**src/rtl/serial_digit_rx.sv**
```systemverilog
// Digit serial link receiver: oversamples sclk/data_enable/sdo, deserialises MSB-first frames
// into a word and scans that word onto a multiplexed hex 7-segment display.
module serial_digit_rx #(
    parameter int unsigned WORD_BITS = 32,
    parameter int unsigned SCAN_DIV  = 4096
) (
    input  logic                   clk,
    input  logic                   rst,
    input  logic                   sclk,
    input  logic                   data_enable,
    input  logic                   sdo,
    output logic [WORD_BITS-1:0]   word,
    output logic                   word_valid,
    output logic                   frame_err,
    output logic [WORD_BITS/4-1:0] digit_sel,
    output logic [6:0]             segments
);

    localparam int unsigned DIGITS = WORD_BITS / 4;
    localparam int unsigned IDX_W  = (DIGITS > 1) ? $clog2(DIGITS) : 1;
    localparam int unsigned CNT_W  = $clog2(SCAN_DIV);
    localparam int unsigned BC_W   = $clog2(WORD_BITS + 2);

    localparam logic [BC_W-1:0]  BIT_FULL = BC_W'(WORD_BITS);
    localparam logic [BC_W-1:0]  BIT_OVR  = BC_W'(WORD_BITS + 1);
    localparam logic [CNT_W-1:0] CNT_LAST = CNT_W'(SCAN_DIV - 1);
    localparam logic [IDX_W-1:0] IDX_LAST = IDX_W'(DIGITS - 1);

    typedef enum logic [1:0] {StIdle, StShift, StCheck} state_t;

    function automatic logic [6:0] hex_seg(input logic [3:0] nib);
        logic [6:0] s;
        case (nib)
            4'h0: s = 7'h3F;
            4'h1: s = 7'h06;
            4'h2: s = 7'h5B;
            4'h3: s = 7'h4F;
            4'h4: s = 7'h66;
            4'h5: s = 7'h6D;
            4'h6: s = 7'h7D;
            4'h7: s = 7'h07;
            4'h8: s = 7'h7F;
            4'h9: s = 7'h6F;
            4'hA: s = 7'h77;
            4'hB: s = 7'h7C;
            4'hC: s = 7'h39;
            4'hD: s = 7'h5E;
            4'hE: s = 7'h79;
            default: s = 7'h71;
        endcase
        return s;
    endfunction

    // Bit order in the sync vectors: {sdo, data_enable, sclk}
    logic [2:0] sync1, sync2, prev;
    logic [1:0] settle;
    logic       armed, sclk_rise, en_rise, en_fall, sdo_s;

    state_t               state;
    logic [WORD_BITS-1:0] shreg;
    logic [BC_W-1:0]      bit_cnt;

    logic [CNT_W-1:0]  scan_cnt, scan_cnt_next;
    logic [IDX_W-1:0]  idx, idx_next;
    logic [DIGITS-1:0] digit_sel_next;

    // Edges are blanked until the synchroniser and prev stage hold real samples after reset,
    // so an enable already high at reset release does not look like a rise.
    assign armed     = (settle == 2'd3);
    assign sclk_rise = armed & sync2[0] & ~prev[0];
    assign en_rise   = armed & sync2[1] & ~prev[1];
    assign en_fall   = armed & ~sync2[1] & prev[1];
    assign sdo_s     = sync2[2];

    always_ff @(posedge clk) begin
        if (rst) begin
            sync1  <= '0;
            sync2  <= '0;
            prev   <= '0;
            settle <= '0;
        end else begin
            sync1 <= {sdo, data_enable, sclk};
            sync2 <= sync1;
            prev  <= sync2;
            if (!armed) settle <= settle + 2'd1;
        end
    end

    always_ff @(posedge clk) begin
        if (rst) begin
            state      <= StIdle;
            shreg      <= '0;
            bit_cnt    <= '0;
            word       <= '0;
            word_valid <= 1'b0;
            frame_err  <= 1'b0;
        end else begin
            word_valid <= 1'b0;
            frame_err  <= 1'b0;
            case (state)
                StIdle: begin
                    shreg   <= '0;
                    bit_cnt <= '0;
                    if (en_rise) begin
                        state <= StShift;
                        if (sclk_rise) begin
                            shreg   <= {{(WORD_BITS-1){1'b0}}, sdo_s};
                            bit_cnt <= BC_W'(1);
                        end
                    end
                end
                StShift: begin
                    if (sclk_rise) begin
                        shreg <= {shreg[WORD_BITS-2:0], sdo_s};
                        if (bit_cnt != BIT_OVR) bit_cnt <= bit_cnt + 1'b1;
                    end
                    if (en_fall) state <= StCheck;
                end
                default: begin
                    if (bit_cnt == BIT_FULL) begin
                        word       <= shreg;
                        word_valid <= 1'b1;
                    end else begin
                        frame_err <= 1'b1;
                    end
                    bit_cnt <= '0;
                    state   <= StIdle;
                end
            endcase
        end
    end

    always_comb begin
        scan_cnt_next  = scan_cnt + 1'b1;
        idx_next       = idx;
        digit_sel_next = '0;
        if (scan_cnt == CNT_LAST) begin
            scan_cnt_next = '0;
            idx_next      = (idx == IDX_LAST) ? '0 : idx + 1'b1;
        end
        digit_sel_next[idx_next] = 1'b1;
    end

    // Segments follow the next index so the pattern and digit_sel switch on the same edge.
    always_ff @(posedge clk) begin
        if (rst) begin
            scan_cnt  <= '0;
            idx       <= '0;
            digit_sel <= DIGITS'(1);
            segments  <= 7'h3F;
        end else begin
            scan_cnt  <= scan_cnt_next;
            idx       <= idx_next;
            digit_sel <= digit_sel_next;
            segments  <= hex_seg(word[{idx_next, 2'b00} +: 4]);
        end
    end

endmodule
```
**config.mk**
```make
export PLATFORM = sky130hd
export DESIGN_NAME = serial_digit_rx
export DESIGN_NICKNAME = d
export VERILOG_FILES = /design/src/rtl/serial_digit_rx.sv
export SDC_FILE = /design/constraint.sdc
export NUM_CORES = 1
export LEC_CHECK = 0
export BUFFER_PORTS_ARGS = -buffer_cell sky130_fd_sc_hd__buf_2
export CAP_MARGIN = 20
export CORE_AREA = 5 5 125 80
export DETAILED_ROUTE_END_ITERATION = 10
export DIE_AREA = 0 0 130 85
export MAX_ROUTING_LAYER = met4
export PLACE_DENSITY = 0.83
export SYNTH_ARGS = -nofsm -noshare
export SYNTH_HDL_FRONTEND = slang
export SYNTH_SLANG_ARGS = --single-unit
```
**constraint.sdc**
```tcl
create_clock -name clk -period 4.4 [get_ports clk]
set_input_delay 0.22 -clock clk [delete_from_list [all_inputs] [get_ports clk]]
set_output_delay 0.22 -clock clk [all_outputs]
set_load 0.01 [all_outputs]
```
== After elaboration in Yosys (flattened, before gate mapping) ==
Memory sizes are Yosys's and may differ from the RTL's. A register that Yosys moved wholly into a read port is not among the register bits.
Cells that the tools add are included.
W data, S select, Z words.

* ROM bits: 112
* Bits of input ports: 5
* Word-level logic and storage cells: 69
* Bits in registers: 107
* Memories kept: 1

* Eq/ne operators: 10
* Reductions and logical operators: 10
* $add $sub $neg: 4
* Bitwise logic cells: 10
* Magnitude comparators: 2
* Shift operators: 1
* Multiplexer cells: 18

{| class="wikitable"
|+ Memory list
! memory !! words !! bits a word !! rd ports !! clocked after memory_dff !! wr ports !! RTL line !! source
|-
| (no name shown) || 16 || 7 || 1 || 1 || 0 || 33 || <nowiki>case (nib)</nowiki>
|}

{| class="wikitable"
|+ Operators with widths
! kind !! count
|-
| $pmux W32 S2 || 1
|-
| $mux W32 || 1
|-
| $shiftx A32 B6 Y4 || 1
|-
| $add A12 B1 Y12 const B || 1
|-
| $eq A12 B12 Y1 const B || 1
|-
| $mux W6 || 2
|-
| $pmux W6 S2 || 1
|-
| $ne A2 B2 Y1 const B || 4
|-
| $reduce_and A2 Y1 || 4
|-
| $mux W1 || 7
|-
| $add A6 B1 Y6 const B || 1
|-
| $and A1 B1 Y1 || 6
|-
| $eq A6 B6 Y1 const B || 1
|-
| $mux W3 || 2
|-
| $ne A6 B6 Y1 const B || 1
|-
| $lt A3 B4 Y1 const B || 1
|-
| $mux W2 || 2
|-
| $not A1 Y1 || 4
|-
| $pmux W2 S2 || 1
|-
| $reduce_or A2 Y1 || 2
|-
| $add A3 B1 Y3 const B || 1
|-
| $demux W1 S3 || 1
|-
| $eq A3 B3 Y1 const B || 1
|-
| $ge A3 B1 Y1 const B || 1
|-
| other kinds (7) || 7
|}

== Depth between registers and ports, before layout ==
Gate-level depths: netlist of run 1.

* Depth after elaboration: 7
* Depth in mapped cells: 14
* Depth with buffers taken out: 13

== Worst setup path after synthesis of run 1 ==
No wires, ideal clock.

* Path type: reg2reg
* From: register scan_cnt[0]
* To: register segments[3]
* Path buffers: 2
* Period minus slack after synthesis: 3,491 ps
* Stages on the path, launching flop included: 14
* Setup slack: 909 ps
* Library setup time: 60 ps
* Arrival time: 3,431 ps
* Path through: dfxtp_1 > ha_1 > nand4_1 > nor4_2 > buf_4 > mux2i_1 > buf_2 > mux2_1 > o2111ai_1 > inv_1 > ha_1 > inv_1 > mux4_1 > nand2b_1

* Cells in the longest elaborated chain, start to end: 3

{| class="wikitable"
|+ Ends and longest elaborated chain
! item !! RTL line !! source
|-
| start, declared || 63 || <nowiki>logic [CNT_W-1:0] scan_cnt, scan_cnt_next;</nowiki>
|-
| start signal, assigned || 152 || <nowiki>scan_cnt <= scan_cnt_next;</nowiki>
|-
| $eq A12 B12 Y1 || 137 || <nowiki>if (scan_cnt == CNT_LAST) begin</nowiki>
|-
| $mux W3 || 137 ||
|-
| $shiftx A32 B6 Y4 || 155 || <nowiki>segments <= hex_seg(word[{idx_next, 2'b00} +: 4]);</nowiki>
|-
| end, declared || 16 || <nowiki>output logic [6:0] segments</nowiki>
|}

No other way between the ends.
A chain may end at the register's enable or synchronous reset.

== Final worst setup path of run 1 ==
* From: register idx[0]
* To: register segments[3]

* Cells in the longest elaborated chain, start to end: 4

{| class="wikitable"
|+ Ends and longest elaborated chain
! item !! RTL line !! source
|-
| start, declared || 64 || <nowiki>logic [IDX_W-1:0] idx, idx_next;</nowiki>
|-
| start signal, assigned || 153 || <nowiki>idx <= idx_next;</nowiki>
|-
| $add A3 B1 Y3 / $eq A3 B3 Y1 (equally long branches) || 139 || <nowiki>idx_next = (idx == IDX_LAST) ? '0 : idx + 1'b1;</nowiki>
|-
| $mux W3 || 139 ||
|-
| $mux W3 (*) || 137 ||
|-
| $shiftx A32 B6 Y4 (*) || 155 ||
|}

Mark *: on every way between the ends. The rest lies on a longest branch, timed or not.

==> results of run 1 <==
-- cell families (layout without fill, tap and decap cells) --
kind of cell	count (synthesis)	after routing	synth area share, %
xor gates and xnor gates	15	15	2.695
AOI/OAI and AO/OA	92	92	12.81
muxes	27	27	6.032
and+or+nand+nor	239	239	23.90
adders and majority gates	14	14	3.593
DFF	114	114	46.82
buffers and inverters	49	100	4.158
-- metal layers --
layer	track usage [%]	vias to the layer above	routed length (um)
li1	-	1963	-
met1	31.59	1931	5569
met2	29.45	164	4826
met3	6.038	15	959
met4	8.491	0	144
met5	-	-	0
-- state kept, by name, summed over array words and instances, names as in the netlist --
name and flops:
idx 3, state 2, prev 2, frame_err 1, scan_cnt 12, settle 2, shreg 32, segments 7
sync1 3, sync2 3, word 32, digit_sel 8, word_valid 1, bit_cnt 6
-- worst paths after layout --
check	from	end	depth (start not counted)
worst max-delay path	idx[0]	segments[3]	12
worst min-delay path	data_enable	sync1[1]	2
worst max register to register	idx[0]	segments[3]	12
worst min register to register	sync1[1]	sync2[1]	1
-- power breakdown --
part	switching, mW	internal (mW)
Clock	0.452	0.834
Combinational	0.0412	0.0184
Sequential	0.00898	1.05
Total	0.502	1.90
-- cell usage in the layout, fill, tap and decap left out, types with 3 or more instances in the layout --
cell and instances:
dfxtp_1 114, nand2_1 91, nor2_1 65, buf_2 53, a21oi_1 41, a22oi_1 31, mux2i_1 23, clkbuf_16 18
ha_1 14, nor3_1 12, nor2b_1 12, inv_1 11, xor2_1 10, nor3b_1 10, nand2b_1 9, nand3_1 8
and3b_1 6, clkinv_2 6, xnor2_1 5, nor4_2 5, nand4_1 4, buf_4 4, nor4_1 3, o21ai_0 3
-- cell usage after synthesis, types with 3 or more instances --
cell / count / area share [%]
a21oi_1: 41 / 4.2
a22oi_1: 31 / 4.8
and3b_1: 6 / 1.1
buf_1: 6 / 0.46
buf_2: 3 / 0.31
clkbuf_1: 26 / 2.0
dfxtp_1: 114 / 47
ha_1: 14 / 3.6
inv_1: 11 / 0.85
mux2i_1: 23 / 4.7
nand2_1: 91 / 7.0
nand2b_1: 9 / 1.2
nand3_1: 8 / 0.82
nand4_1: 4 / 0.51
nor2_1: 65 / 5.0
nor2b_1: 12 / 1.5
nor3_1: 12 / 1.2
nor3b_1: 10 / 1.5
nor4_1: 3 / 0.39
nor4_2: 6 / 1.5
o21ai_0: 3 / 0.31
xnor2_1: 5 / 0.90
xor2_1: 10 / 1.8
-- final cells by class --
type	instances	area, sq um	area share, %
clock buffer	19	442.9	7.672
clock inverter	11	115.1	1.994
sequential	114	2282	39.53
timing repair buffer	59	347.8	6.025
multi-input combinational	387	2399	41.55
inverter	11	41.29	0.7152
tap	116	145.1	2.514
-- per-stage QoR --
step / area [sq um] / setup WS (ps) / util (%) / std cells
3_5_place_dp: 5162 / 655.2 / 58.77 / 685
3_3_place_gp: 5162 / 800.6 / 58.77 / 685
4_1_cts: 5720 / 622.8 / 65.13 / 715
2_1_floorplan: 4875 / 908.6 / - / 550
6_report: 5773 / 579.7 / 65.73 / 717
5_1_grt: 5773 / 331.1 / 65.73 / 717
==> metrics.yaml, run 1 <==
yosys:
  synthCells: 550
  synth-edff-count: 0
  syn-num-nets: 569
  synthFlopType: "dfxtp_1"
  avgSynthCellArea_sq_um: 8.863
  ys_types: 51
  synth_area_sq_um: 4875
  synth-warning-count: 0
  synthArstFlopShare_pct: 0
  synth_seq_cells: 114
  ys_seq_area_share_pct: 46.82
worst_setup_path:
  crit_top_cell: "ha_1"
  worstPathRequired_ps: 4750
  crit_slowest_cell: "dfxtp_1"
  crit_family: "multiplexers"
  startpoint_type: "register"
  cp-end-kind: "register"
  r2r_setup_slack_ps: 580
  cp.arrival_ps: 4170
  worst-setup-path-type: "reg -> reg"
  crit_path_max_incr_delay_ps: 840
  crit_path_max_fanout: 27
  crit_path_cell_trace: "ha_1, ha_1, nor2_1, mux2i_1, buf_4, mux2_1, o2111ai_1, inv_1, ha_1, inv_1, mux4_1, nand2b_1"
  path_buf_inv: 3
cts:
  htree_levels: 4
  cts_tree: "yes"
  root_buffer: "clkbuf_16"
  numCtsBuffers: 17
  max-clock-path-buffers: 2
  cts_hold_buf: 0
  post_cts_buffers: 0
  clock_sinks: 114
  clk_pin_slew_ps: 50
  clk_latency_ps: 410
  cts_resized: 0
die:
  die_height_um: 85
  row_count: 27
  coreArea_sq_um: 8783
  initial_core_util_pct: 55.50
  dieArea_sq_um: 11050
  fp.dieW_um: 130
  io_pins: 54
global_route:
  grt_usage_pct: 22.12
  grt.overflow.total: 0
  grt_pass1_wl_um: 18630
  grt_start_max_net_pins: 58
  grt_antenna_before_repair: 0
  grt_pass1_vias: 3674
timing:
  min_period_ps: 3820
  fin_tns_setup_ps: 0
  finalClockSkew_ps: 7.188
  whs_ps: 15.80
  setup_violations: 0
  slew_headroom_pct: 29.51
  slew_violations: 0
  tightest_slew_ps: 1057
  fmax_mhz: 261.8
  hold_violations: 0
  finalCritPeriodShare_pct: 86.83
  rsz0062_at_grt: "false"
route:
  drt_iter0_markers: 392
  num_vias: 4073
  drt-pass1-iter-count: 6
  post_drt_via_cell_ratio: 5.681
  postRouteAntennaNets: 0
  post-route-drc-count: 0
  wirelength_um: 11500
  wl_per_cell_um: 16.04
worst_hold_path:
  min_path_type: "in -> reg"
placement:
  gp_congestion: 0.8968
  portBuffers: 53
  dpl.hpwl_um: 7665
power:
  powerDensity_nw_per_um2: 415.7
  p_leak_nw: 2.232
  max-vdd-ir-drop_uv: 289.3
  fin_total_pwr_mw: 2.400
finish:
  area_growth_pct: 18.43
  layout.nets: 609
  antennaDiodeCount: 0
  fill_cells: 690
  layout-drive-gt1-share_pct: 16.81
job:
  maxCapViolCount: 0
status:
  status: "finished, final reports clean"
Power figures use the tool's default switching activity.
==> run 2, diff against run 1 <==
CORE_AREA = 5 5 131 83   (was 5 5 125 80)
DIE_AREA = 0 0 136 88   (was 0 0 130 85)
PLACE_DENSITY = 0.8   (was 0.83)
clock period = 3.35 ns   (was 4.4 ns; I/O delays follow)
==> run 2 against run 1 <==
Sequential power grew 32%; clock skew grew 1.0 ps; cell area grew 5.4%; worst hold slack gained 45 ps; global-route usage shrank 0.81 points; largest power group unchanged.
==> metrics.yaml, run 2 (synthesis gave the netlist of run 1 again) <==
cts:
  clk_latency_ps: 410  # about the same
  clock_sinks: 114  # unchanged
  cts_tree: "yes"
  max-clock-path-buffers: 2  # unchanged
  numCtsBuffers: 17  # unchanged
  htree_levels: 4  # unchanged
  root_buffer: "clkbuf_16"
  clk_pin_slew_ps: 60  # about the same
timing:
  finalCritPeriodShare_pct: 96.10  # +9.3 points
  slew_headroom_pct: 31.03  # +1.5 points
  slew_violations: 0  # unchanged
  min_period_ps: 3219  # -600.9 ps
  finalClockSkew_ps: 8.194  # +1.007 ps
  hold_violations: 0  # unchanged
  setup_violations: 0  # unchanged
  tightest_slew_ps: 1035  # -22.69 ps
  fmax_mhz: 310.6  # +19%
die:
  io_pins: 54  # unchanged
  fp.dieW_um: 136  # +4.6%
  row_count: 28  # +3.7%
  coreArea_sq_um: 9564  # +8.9%
  dieArea_sq_um: 11970  # +8.3%
  die_height_um: 88  # +3.5%
  initial_core_util_pct: 50.97  # -4.5 points
power:
  swShare_pct: 19.80  # -1.1 points
  p_leak_nw: 2.346  # +5.1%
  p_switching_mw: 0.6798  # +35%
  p_comb_share_pct: 2.5  # about the same
  p_clk_share_pct: 57.1  # +3.5 points
  power_frac_seq_pct: 40.4  # -3.5 points
  powerDensity_nw_per_um2: 564.2  # +36%
  p_int_mw: 2.754  # +45%
  max-vdd-ir-drop_uv: 362.4  # +25%
worst_setup_path:
  path_buf_inv: 4  # +1
  crit_path_max_fanout: 7  # -74%
  crit_top_cell: "mux2i_2"
  cp.arrival_ps: 3570  # -600 ps
  worst-setup-path-type: "reg -> reg"
  crit_path_max_incr_delay_ps: 450  # -390 ps
  rr_endpoint: "segments[3]"
  crit_slowest_cell: "nor4_4"
  cp-end-kind: "register"
  crit_family: "multiplexers"
  r2r_setup_slack_ps: 130  # -450 ps
  r2r_cells: 14  # +2
  crit_start: "scan_cnt[1]"
  r2r-start: "scan_cnt[1]"
  worstPathRequired_ps: 3700  # -1050 ps
  path_depth: 14  # +2
  crit_path_cell_trace: "ha_4, nand4_1, nor4_4, mux2i_2, buf_12, buf_4, mux2i_2, nand2_1, o2111ai_4, inv_2, ha_1, inv_1, mux4_2, nand2b_1"
  startpoint_type: "register"
route:
  drt_iter0_markers: 312  # -20%
  wl_per_cell_um: 15.63  # -2.5%
  drt-pass1-iter-count: 5  # -1
  postRouteAntennaNets: 0  # unchanged
  post-route-drc-count: 0  # unchanged
  post_drt_via_cell_ratio: 5.414  # -4.7%
  num_vias: 4082  # +0.22%
  wirelength_um: 11790  # +2.5%
placement:
  postPlaceCellArea_sq_um: 5280  # +2.3%
  dpl.hpwl_um: 7725  # +0.78%
  place_inst: 714  # +4.2%
  portBuffers: 53  # unchanged
  gp_congestion: 0.8818  # -1.7%
finish:
  area_growth_pct: 24.85
  design_area_sq_um: 6086  # +5.4%
  layoutNonFillerInstCount: 754  # +5.2%
  layout-drive-gt1-share_pct: 20.84  # +4.0 points
  top_regs: "shreg x32, word x32, scan_cnt x12"
  antennaDiodeCount: 0  # unchanged
  final_cell_mix: "112 x dfxtp_1, 91 x nand2_1, 65 x nor2_1"
  layout.nets: 626  # +2.8%
  final_common_cell: "dfxtp_1"
global_route:
  grt_usage_pct: 21.31  # -0.81 points
  grt_pass1_vias: 3688  # +0.38%
  grt_antenna_before_repair: 0  # unchanged
  grt_pass1_wl_um: 18950  # +1.7%
  grt.overflow.total: 0  # unchanged
  grt_start_max_net_pins: 65  # +12%
job:
  maxCapViolCount: 0  # unchanged
worst_hold_path:
  min_from: "rst"
  worstHoldPathCells: 2  # unchanged
  min_path_type: "in -> reg"
  min_to: "sync2[2]"
status:
  status: "finished, final reports clean"
run 2: how the worst max path moves through the flow:
stage | to | slack (ps)
after floorplan | segments[3] | 10
after global routing | segments[4] | -40
after CTS | segments[3] | 10
after detailed placement | segments[3] | 60
final | segments[3] | 130
after global placement | segments[4] | 200
run 2: cell type report:
type / count / area (sq um)
clock buffers: 21 / 460.4
clock inverters: 10 / 181.4
inverters: 11 / 41.29
well taps: 135 / 168.9
multi-input cells: 387 / 2466
fillers: 779 / 3478
flip-flops and latches: 114 / 2287
repair buffers: 76 / 480.5
run 2: power by group through the flow:
stage	clock (mW)	sequential, mW	combinational, mW
3_3_place_gp	0	1.41	0.0752
4_1_cts	1.98	1.39	0.0830
2_1_floorplan	0	1.41	0.0637
6_report	1.96	1.39	0.0873
3_5_place_dp	0	1.41	0.0799
5_1_grt	2.06	1.39	0.0969
run 2: through the flow:
stage / hold slack [ps] / total power, mW / worst slack (ps) / utilization [%] / setup TNS (ps)
global route: 48.56 / 3.544 / -37.65 / 63.63 / -91.73
finish: 60.60 / 3.434 / 130.6 / 63.63 / 0
CTS: 433.7 / 3.448 / 13.78 / 62.23 / 0
detailed placement: 381.6 / 1.493 / 61.96 / 55.21 / 0
floorplan: 295.7 / 1.473 / 13.33 / - / 0
global placement: 376.1 / 1.487 / 198.1 / 55.21 / 0
run 2: per-layer routing:
metal / part of all wire (%) / up-vias / routed length, um / track usage, %
li1: - / 2000 / - / -
met2: 42 / 141 / 4972 / 28.11
met4: 0.76 / 0 / 89 / 5.215
met1: 50 / 1931 / 5856 / 30.41
met5: 0 / - / 0 / -
met3: 7.4 / 10 / 869 / 7.979
run 2: repair_timing:
action                                  CTS  global route
resized for setup                         0            20
hold buffers                              3             0
endpoints found under the setup margin    0             7
hold endpoints to repair                  3             0
buffers inserted                          0             5
